File: config.mk
export PLATFORM = sky130hd
export DESIGN_NAME = multicycle_ctrl
export DESIGN_NICKNAME = d
export VERILOG_FILES = /design/src/rtl/multicycle_ctrl.sv
export SDC_FILE = /design/constraint.sdc
export NUM_CORES = 1
export LEC_CHECK = 0
export CELL_PAD_IN_SITES_DETAIL_PLACEMENT = 2
export CELL_PAD_IN_SITES_GLOBAL_PLACEMENT = 2
export CORE_UTILIZATION = 32
export CTS_CLUSTER_SIZE = 24
export DETAILED_ROUTE_END_ITERATION = 10
export GPL_TIMING_DRIVEN = 0
export PLACE_DENSITY_LB_ADDON = 0.1
export SYNTH_ARGS = -nofsm -noshare
export SYNTH_HDL_FRONTEND = slang
export SYNTH_SLANG_ARGS = --single-unit
File: constraint.sdc
create_clock -name clk_i -period 4.8 [get_ports clk_i]
set_clock_uncertainty 0.2 [all_clocks]
set_input_delay 0.48 -clock clk_i [delete_from_list [all_inputs] [get_ports clk_i]]
set_output_delay 0.48 -clock clk_i [all_outputs]
set_load 0.01 [all_outputs]
File: src/rtl/multicycle_ctrl.sv
// Multicycle sequencing controller for a MIPS-subset datapath
// (R-type, addi, lw, sw, beq, j).
//
// A Moore FSM steps one state per datapath phase. It drives a single shared ALU and one
// unified instruction/data memory over a req/ready handshake.
//
// Ports:
//   clk_i, rst_i      clock (rising edge), asynchronous active-low reset
//   op_i              opcode field from the instruction register
//   zero_i            ALU zero flag (branch decision)
//   mem_ready_i       memory completes the current access this cycle
//   mem_req_o         memory access request
//   mem_we_o          1=write, 0=read, valid with mem_req_o
//   i_or_d_o          memory address select: 0=PC, 1=ALUOut
//   ir_write_o        load instruction register
//   pc_write_o        update PC
//   pc_src_o          PC source: 00=ALU, 01=ALUOut, 10=jump address
//   alu_src_a_o       ALU A: 0=PC, 1=rs
//   alu_src_b_o       ALU B: 00=rt, 01=4, 10=imm, 11=imm<<2
//   alu_op_o          00=add, 01=sub, 10=funct-decoded
//   reg_dst_o         write register: 0=rt, 1=rd
//   mem_to_reg_o      writeback data: 0=ALUOut, 1=memory data
//   reg_write_o       register file write enable
//   instr_done_o      one-cycle pulse when an instruction retires
//   illegal_o         one-cycle pulse on an unsupported opcode
//   bus_err_o         sticky memory-timeout flag
//   state_o           current state encoding (debug)
//   instr_cnt_o       retired-instruction count (wrapping)
module multicycle_ctrl #(
  parameter int unsigned MEM_WAIT_MAX = 15,
  parameter int unsigned CNT_W        = 8
) (
  input  logic        clk_i,
  input  logic        rst_i,
  input  logic [5:0]  op_i,
  input  logic        zero_i,
  input  logic        mem_ready_i,
  output logic        mem_req_o,
  output logic        mem_we_o,
  output logic        i_or_d_o,
  output logic        ir_write_o,
  output logic        pc_write_o,
  output logic [1:0]  pc_src_o,
  output logic        alu_src_a_o,
  output logic [1:0]  alu_src_b_o,
  output logic [1:0]  alu_op_o,
  output logic        reg_dst_o,
  output logic        mem_to_reg_o,
  output logic        reg_write_o,
  output logic        instr_done_o,
  output logic        illegal_o,
  output logic        bus_err_o,
  output logic [3:0]  state_o,
  output logic [31:0] instr_cnt_o
);

  typedef enum logic [3:0] {
    StFetch   = 4'd0,
    StDecode  = 4'd1,
    StMemAddr = 4'd2,
    StMemRd   = 4'd3,
    StLwWb    = 4'd4,
    StMemWr   = 4'd5,
    StRExec   = 4'd6,
    StRWb     = 4'd7,
    StIExec   = 4'd8,
    StIWb     = 4'd9,
    StBranch  = 4'd10,
    StJump    = 4'd11,
    StErr     = 4'd15
  } state_e;

  localparam logic [5:0] OpRType = 6'b000000;
  localparam logic [5:0] OpAddi  = 6'b001000;
  localparam logic [5:0] OpLw    = 6'b100011;
  localparam logic [5:0] OpSw    = 6'b101011;
  localparam logic [5:0] OpBeq   = 6'b000100;
  localparam logic [5:0] OpJ     = 6'b000010;

  localparam logic [CNT_W-1:0] WaitMax = CNT_W'(MEM_WAIT_MAX);

  state_e             state_q, state_d;
  logic [CNT_W-1:0]   wait_q, wait_d;
  logic [31:0]        instr_cnt_q, instr_cnt_d;

  logic       mem_req_c, mem_we_c, i_or_d_c, ir_write_c, pc_write_c;
  logic [1:0] pc_src_c, alu_src_b_c, alu_op_c;
  logic       alu_src_a_c, reg_dst_c, mem_to_reg_c, reg_write_c;
  logic       instr_done_c, illegal_c;
  logic       in_mem_state;

  always_comb begin
    state_d      = state_q;
    mem_req_c    = 1'b0;
    mem_we_c     = 1'b0;
    i_or_d_c     = 1'b0;
    ir_write_c   = 1'b0;
    pc_write_c   = 1'b0;
    pc_src_c     = 2'b00;
    alu_src_a_c  = 1'b0;
    alu_src_b_c  = 2'b00;
    alu_op_c     = 2'b00;
    reg_dst_c    = 1'b0;
    mem_to_reg_c = 1'b0;
    reg_write_c  = 1'b0;
    instr_done_c = 1'b0;
    illegal_c    = 1'b0;
    in_mem_state = 1'b0;

    unique case (state_q)
      StFetch: begin
        in_mem_state = 1'b1;
        mem_req_c    = 1'b1;
        alu_src_b_c  = 2'b01;
        ir_write_c   = mem_ready_i;
        pc_write_c   = mem_ready_i;
        if (mem_ready_i) state_d = StDecode;
      end
      StDecode: begin
        // Branch target is precomputed here while the opcode is decoded
        alu_src_b_c = 2'b11;
        case (op_i)
          OpRType:    state_d = StRExec;
          OpAddi:     state_d = StIExec;
          OpLw, OpSw: state_d = StMemAddr;
          OpBeq:      state_d = StBranch;
          OpJ:        state_d = StJump;
          default: begin
            illegal_c = 1'b1;
            state_d   = StFetch;
          end
        endcase
      end
      StMemAddr: begin
        alu_src_a_c = 1'b1;
        alu_src_b_c = 2'b10;
        state_d     = (op_i == OpLw) ? StMemRd : StMemWr;
      end
      StMemRd: begin
        in_mem_state = 1'b1;
        mem_req_c    = 1'b1;
        i_or_d_c     = 1'b1;
        if (mem_ready_i) state_d = StLwWb;
      end
      StLwWb: begin
        mem_to_reg_c = 1'b1;
        reg_write_c  = 1'b1;
        instr_done_c = 1'b1;
        state_d      = StFetch;
      end
      StMemWr: begin
        in_mem_state = 1'b1;
        mem_req_c    = 1'b1;
        mem_we_c     = 1'b1;
        i_or_d_c     = 1'b1;
        instr_done_c = mem_ready_i;
        if (mem_ready_i) state_d = StFetch;
      end
      StRExec: begin
        alu_src_a_c = 1'b1;
        alu_op_c    = 2'b10;
        state_d     = StRWb;
      end
      StRWb: begin
        reg_dst_c    = 1'b1;
        reg_write_c  = 1'b1;
        instr_done_c = 1'b1;
        state_d      = StFetch;
      end
      StIExec: begin
        alu_src_a_c = 1'b1;
        alu_src_b_c = 2'b10;
        state_d     = StIWb;
      end
      StIWb: begin
        reg_write_c  = 1'b1;
        instr_done_c = 1'b1;
        state_d      = StFetch;
      end
      StBranch: begin
        alu_src_a_c  = 1'b1;
        alu_op_c     = 2'b01;
        pc_src_c     = 2'b01;
        pc_write_c   = zero_i;
        instr_done_c = 1'b1;
        state_d      = StFetch;
      end
      StJump: begin
        pc_src_c     = 2'b10;
        pc_write_c   = 1'b1;
        instr_done_c = 1'b1;
        state_d      = StFetch;
      end
      StErr: state_d = StErr;
      default: state_d = StFetch;
    endcase

    // Timeout: a ready arriving on the last allowed cycle still wins
    if (in_mem_state && !mem_ready_i && (MEM_WAIT_MAX != 0) && (wait_q == WaitMax)) begin
      state_d = StErr;
    end
  end

  // Counts unanswered cycles within one memory state; saturates so a disabled timeout never wraps
  always_comb begin
    wait_d = '0;
    if (in_mem_state && !mem_ready_i && (state_d == state_q)) begin
      wait_d = (wait_q == {CNT_W{1'b1}}) ? wait_q : wait_q + 1'b1;
    end
  end

  always_comb begin
    instr_cnt_d = instr_cnt_q;
    if (instr_done_c) instr_cnt_d = instr_cnt_q + 32'd1;
  end

  always_ff @(posedge clk_i or negedge rst_i) begin
    if (!rst_i) begin
      state_q     <= StFetch;
      wait_q      <= '0;
      instr_cnt_q <= '0;
    end else begin
      state_q     <= state_d;
      wait_q      <= wait_d;
      instr_cnt_q <= instr_cnt_d;
    end
  end

  // Control outputs are held low for as long as reset is asserted
  assign mem_req_o    = rst_i & mem_req_c;
  assign mem_we_o     = rst_i & mem_we_c;
  assign i_or_d_o     = rst_i & i_or_d_c;
  assign ir_write_o   = rst_i & ir_write_c;
  assign pc_write_o   = rst_i & pc_write_c;
  assign pc_src_o     = {2{rst_i}} & pc_src_c;
  assign alu_src_a_o  = rst_i & alu_src_a_c;
  assign alu_src_b_o  = {2{rst_i}} & alu_src_b_c;
  assign alu_op_o     = {2{rst_i}} & alu_op_c;
  assign reg_dst_o    = rst_i & reg_dst_c;
  assign mem_to_reg_o = rst_i & mem_to_reg_c;
  assign reg_write_o  = rst_i & reg_write_c;
  assign instr_done_o = rst_i & instr_done_c;
  assign illegal_o    = rst_i & illegal_c;
  assign bus_err_o    = (state_q == StErr);
  assign state_o      = state_q;
  assign instr_cnt_o  = instr_cnt_q;

endmodule

==> impl_metrics.yaml <==
placed_design:
  place.detailed.hpwl_mm: 5.40
  dpl_worst_slack_ns: 1.54
  place.gp.congestion: 0.820
  io_buffers: 62
  placed_instances: 428
clock_network:
  post_cts_resize_count: 0
  cts.reportedPaths.clkPinSlew_ns: 0.09
  ctsHoldBuffers: 1
  cts_htree_levels: 2
  tritoncts_clock_tree: "done"
  clock_buffer_count_from_cts: 5
  clk_latency_ns: 0.30
  clkSinkCount: 44
  post_cts_buffers: 0
  clk_root_buffer_cell: "sky130_fd_sc_hd__clkbuf_8"
  cts.path.max_buffers: 2
timing:
  timing.setup.tns_ns: 0
  setup_viol_count_final: 0
  max_clock_freq_mhz: 296
  timing_worst_slew_pin_value_ns: 0.577
  maxSlewViolCount: 0
  final.min_clock_period_ns: 3.38
  rsz0062_at_grt: "no"
  timing_hold_violations_final: 0
  final_min_period_over_clock_period: 0.705
  maxSlewHeadroom: 0.613
  hold_ws_ns: 0.300
  post-route-worst-setup-slack_ns: 1.42
hold_path:
  min_to: "instr_cnt_o[29]$_DFFE_PN0P_"
  worst_hold_startpoint: "instr_cnt_o[29]$_DFFE_PN0P_"
  min_delay_path_depth: 1
  worstHoldPathType: "reg -> reg"
critical_path:
  cp_max_fo: 24
  critPathRequiredTime_ns: 4.12
  regToRegStartpoint: "state_o[1]$_DFF_PN0_"
  worstSetupPathType: "in -> out"
  worstSetupEndpointType: "output pin"
  reg2reg_setup_slack_ns: 2.57
  worstReg2RegEnd: "instr_cnt_o[1]$_DFFE_PN0P_"
  rr_worst_depth: 5
  worstPathArrival_ns: 2.70
  startpoint_type: "primary input"
outcome:
  status: "completed"
yosys:
  syn-num-nets: 275
  post_synth_design_cell_area_sq_um: 2570
  async_reset_ff_frac: 1.00
  yosys_most_used_dff: "sky130_fd_sc_hd__dfrtp_1"
  synth_cells: 263
  yosysSeqAreaShare: 0.428
  synth-edff-count: 0
  synth_area_leaders: "sky130_fd_sc_hd__dfrtp_1 43%, sky130_fd_sc_hd__xnor2_1 8.5%, sky130_fd_sc_hd__nor2_1 4.4%"
  synthesis.area_per_instance_sq_um: 9.79
  synth_warnings: 0
  netlist.area_leader.share: 0.428
  synth_top_area_cell: "sky130_fd_sc_hd__dfrtp_1"
  library_cells_used_by_synthesis: 58
  synth_seq_cells: 44
route:
  final_antenna_net_count: 0
  route.top_layer_used: "met4"
  detailedRoute.firstPassIterationCount: 4
  m1WireLength_mm: 3.39
  per_cell_routed_wire_length_um: 16.4
  dr_total_vias: 2228
  routed_wirelength_mm: 7.19
  met3WireLength_um: 193
  drt_drc_violations_left: 0
  vias_per_cell: 5.10
  routed-wl-met2_mm: 3.50
  first_iter_violations: 117
die:
  die_h_um: 91.7
  die_w_um: 91.7
  die_area_sq_um: 8410
  floorplan.rows: 32
  floorplan.core_area_sq_um: 7770
  start_util: 0.331
  boundaryPins: 64
global_route:
  first_pass_grt_wire_length_mm: 12.3
  vias_in_the_first_global_route: 2417
  grt_overflow: 0
  gr-usage-all-layers: 0.186
  grt_max_degree: 31
  antenna_found_initial: 0
cells_and_area:
  final_cell_count_no_fill: 437
  final_net_count: 346
  antennaDiodeCount: 0
  layout-drive-gt1-share: 0.0925
  area_growth_pct: 34.8
power_and_ir_drop:
  max_ir_drop_vdd_mv: 0.174
  power_density_nw_per_um2: 275
  power.leakage_nw: 1.43
  report.power.total_w: 0.000953
flow_run:
  cap_viol_max_count: 0
Yosys cell counts (4+ instances only):
library cell and number:
sky130_fd_sc_hd__xnor2_1 25, sky130_fd_sc_hd__nand3_1 15, sky130_fd_sc_hd__nand2b_1 5, sky130_fd_sc_hd__nand2_1 26, sky130_fd_sc_hd__xor2_1 9, sky130_fd_sc_hd__a21oi_1 5, sky130_fd_sc_hd__nor2b_1 4, sky130_fd_sc_hd__nor4_1 4
sky130_fd_sc_hd__nor3_1 12, sky130_fd_sc_hd__dfrtp_1 44, sky130_fd_sc_hd__o21ai_0 6, sky130_fd_sc_hd__clkbuf_1 5, sky130_fd_sc_hd__nand4_1 8, sky130_fd_sc_hd__nor2_1 30, sky130_fd_sc_hd__and4_1 4, sky130_fd_sc_hd__and3_1 6
placed cells by master, fill, tap and decap left out, types with 2 or more instances in the layout:
cell                              synthesis  final
sky130_fd_sc_hd__a21oi_1                  5      5
sky130_fd_sc_hd__a31oi_1                  2      2
sky130_fd_sc_hd__and2_1                   3      3
sky130_fd_sc_hd__and3_1                   6      6
sky130_fd_sc_hd__and4_1                   4      4
sky130_fd_sc_hd__and4b_1                  2      2
sky130_fd_sc_hd__buf_2                    2      3
sky130_fd_sc_hd__buf_4                    3      3
sky130_fd_sc_hd__clkbuf_1                 5      5
sky130_fd_sc_hd__clkbuf_8                 0      6
sky130_fd_sc_hd__clkdlybuf4s50_1          0     61
sky130_fd_sc_hd__dfrtp_1                 44     44
sky130_fd_sc_hd__ha_1                     2      2
sky130_fd_sc_hd__inv_1                    3      3
sky130_fd_sc_hd__mux2i_1                  2      2
sky130_fd_sc_hd__nand2_1                 26     26
sky130_fd_sc_hd__nand2b_1                 5      5
sky130_fd_sc_hd__nand3_1                 15     15
sky130_fd_sc_hd__nand4_1                  8      8
sky130_fd_sc_hd__nor2_1                  30     30
sky130_fd_sc_hd__nor2b_1                  4      4
sky130_fd_sc_hd__nor3_1                  12     12
sky130_fd_sc_hd__nor3_2                   2      2
sky130_fd_sc_hd__nor4_1                   4      4
sky130_fd_sc_hd__o21ai_0                  6      6
sky130_fd_sc_hd__or2_2                    2      2
sky130_fd_sc_hd__xnor2_1                 25     25
sky130_fd_sc_hd__xor2_1                   9      9
final cells by class:
| cell class | count | area (sq um) |
|---|---|---|
| Buffer | 11 | 62.6 |
| Clock buffer | 6 | 82.6 |
| Clock inverter | 2 | 38.8 |
| Fill cell | 855 | 4300 |
| Inverter | 3 | 11.3 |
| Multi-Input combinational cell | 205 | 1400 |
| Sequential cell | 44 | 1100 |
| Tap cell | 102 | 128 |
| Timing Repair Buffer | 64 | 646 |
worst max path at each step:
stage / from / end / slack, ns / depth (start not counted)
detailed placement: mem_ready_i / instr_done_o / 1.54 / 6
CTS: rst_i / illegal_o / 1.33 / 5
global placement: rst_i / illegal_o / -0.11 / 4
floorplan: op_i[2] / illegal_o / 2.48 / 4
global route: rst_i / illegal_o / 1.21 / 5
finish: rst_i / illegal_o / 1.42 / 5
where the power goes:
group | switching (W) | internal, W | leakage, nW | total, W
Sequential | 0.0000251 | 0.000392 | 0.608 | 0.000417
Combinational | 0.000122 | 0.000107 | 0.766 | 0.000229
Clock | 0.000137 | 0.000170 | 0.0614 | 0.000307
registers in the layout, indices dropped and copies added, names as in the netlist:
| name | flops |
|---|---|
| instr_cnt_o | 32 |
| wait_q | 8 |
| state_o | 4 |
cell families after synthesis:
family | after synthesis | synth area share
compound gates | 28 | 0.0851
xor+xnor | 35 | 0.126
fa+ha+maj | 2 | 0.00972
buf+inv | 14 | 0.0287
flops | 44 | 0.428
mux | 3 | 0.0122
simple gates | 137 | 0.310
metal layers:
layer	global-route usage	vias up
met3	0.0299	7
met4	0.0503	0
met1	0.246	1116
li1	-	1070
met2	0.314	35
met5	0	-
critical path, cell delays in order:
cell	delay (ns)
sky130_fd_sc_hd__dlygate4sd3_1	0.52
sky130_fd_sc_hd__buf_2	0.47
sky130_fd_sc_hd__nand2_1	0.21
sky130_fd_sc_hd__a2111oi_0	0.41
sky130_fd_sc_hd__clkdlybuf4s50_1	0.60
stage by stage:
step | instance area, sq um | util
global route | 3470 | 0.447
CTS | 3470 | 0.447
floorplan | 2570 | -
detailed placement | 3340 | 0.430
global placement | 3320 | 0.428
finish | 3470 | 0.447
(Power assumes the default switching activity.)
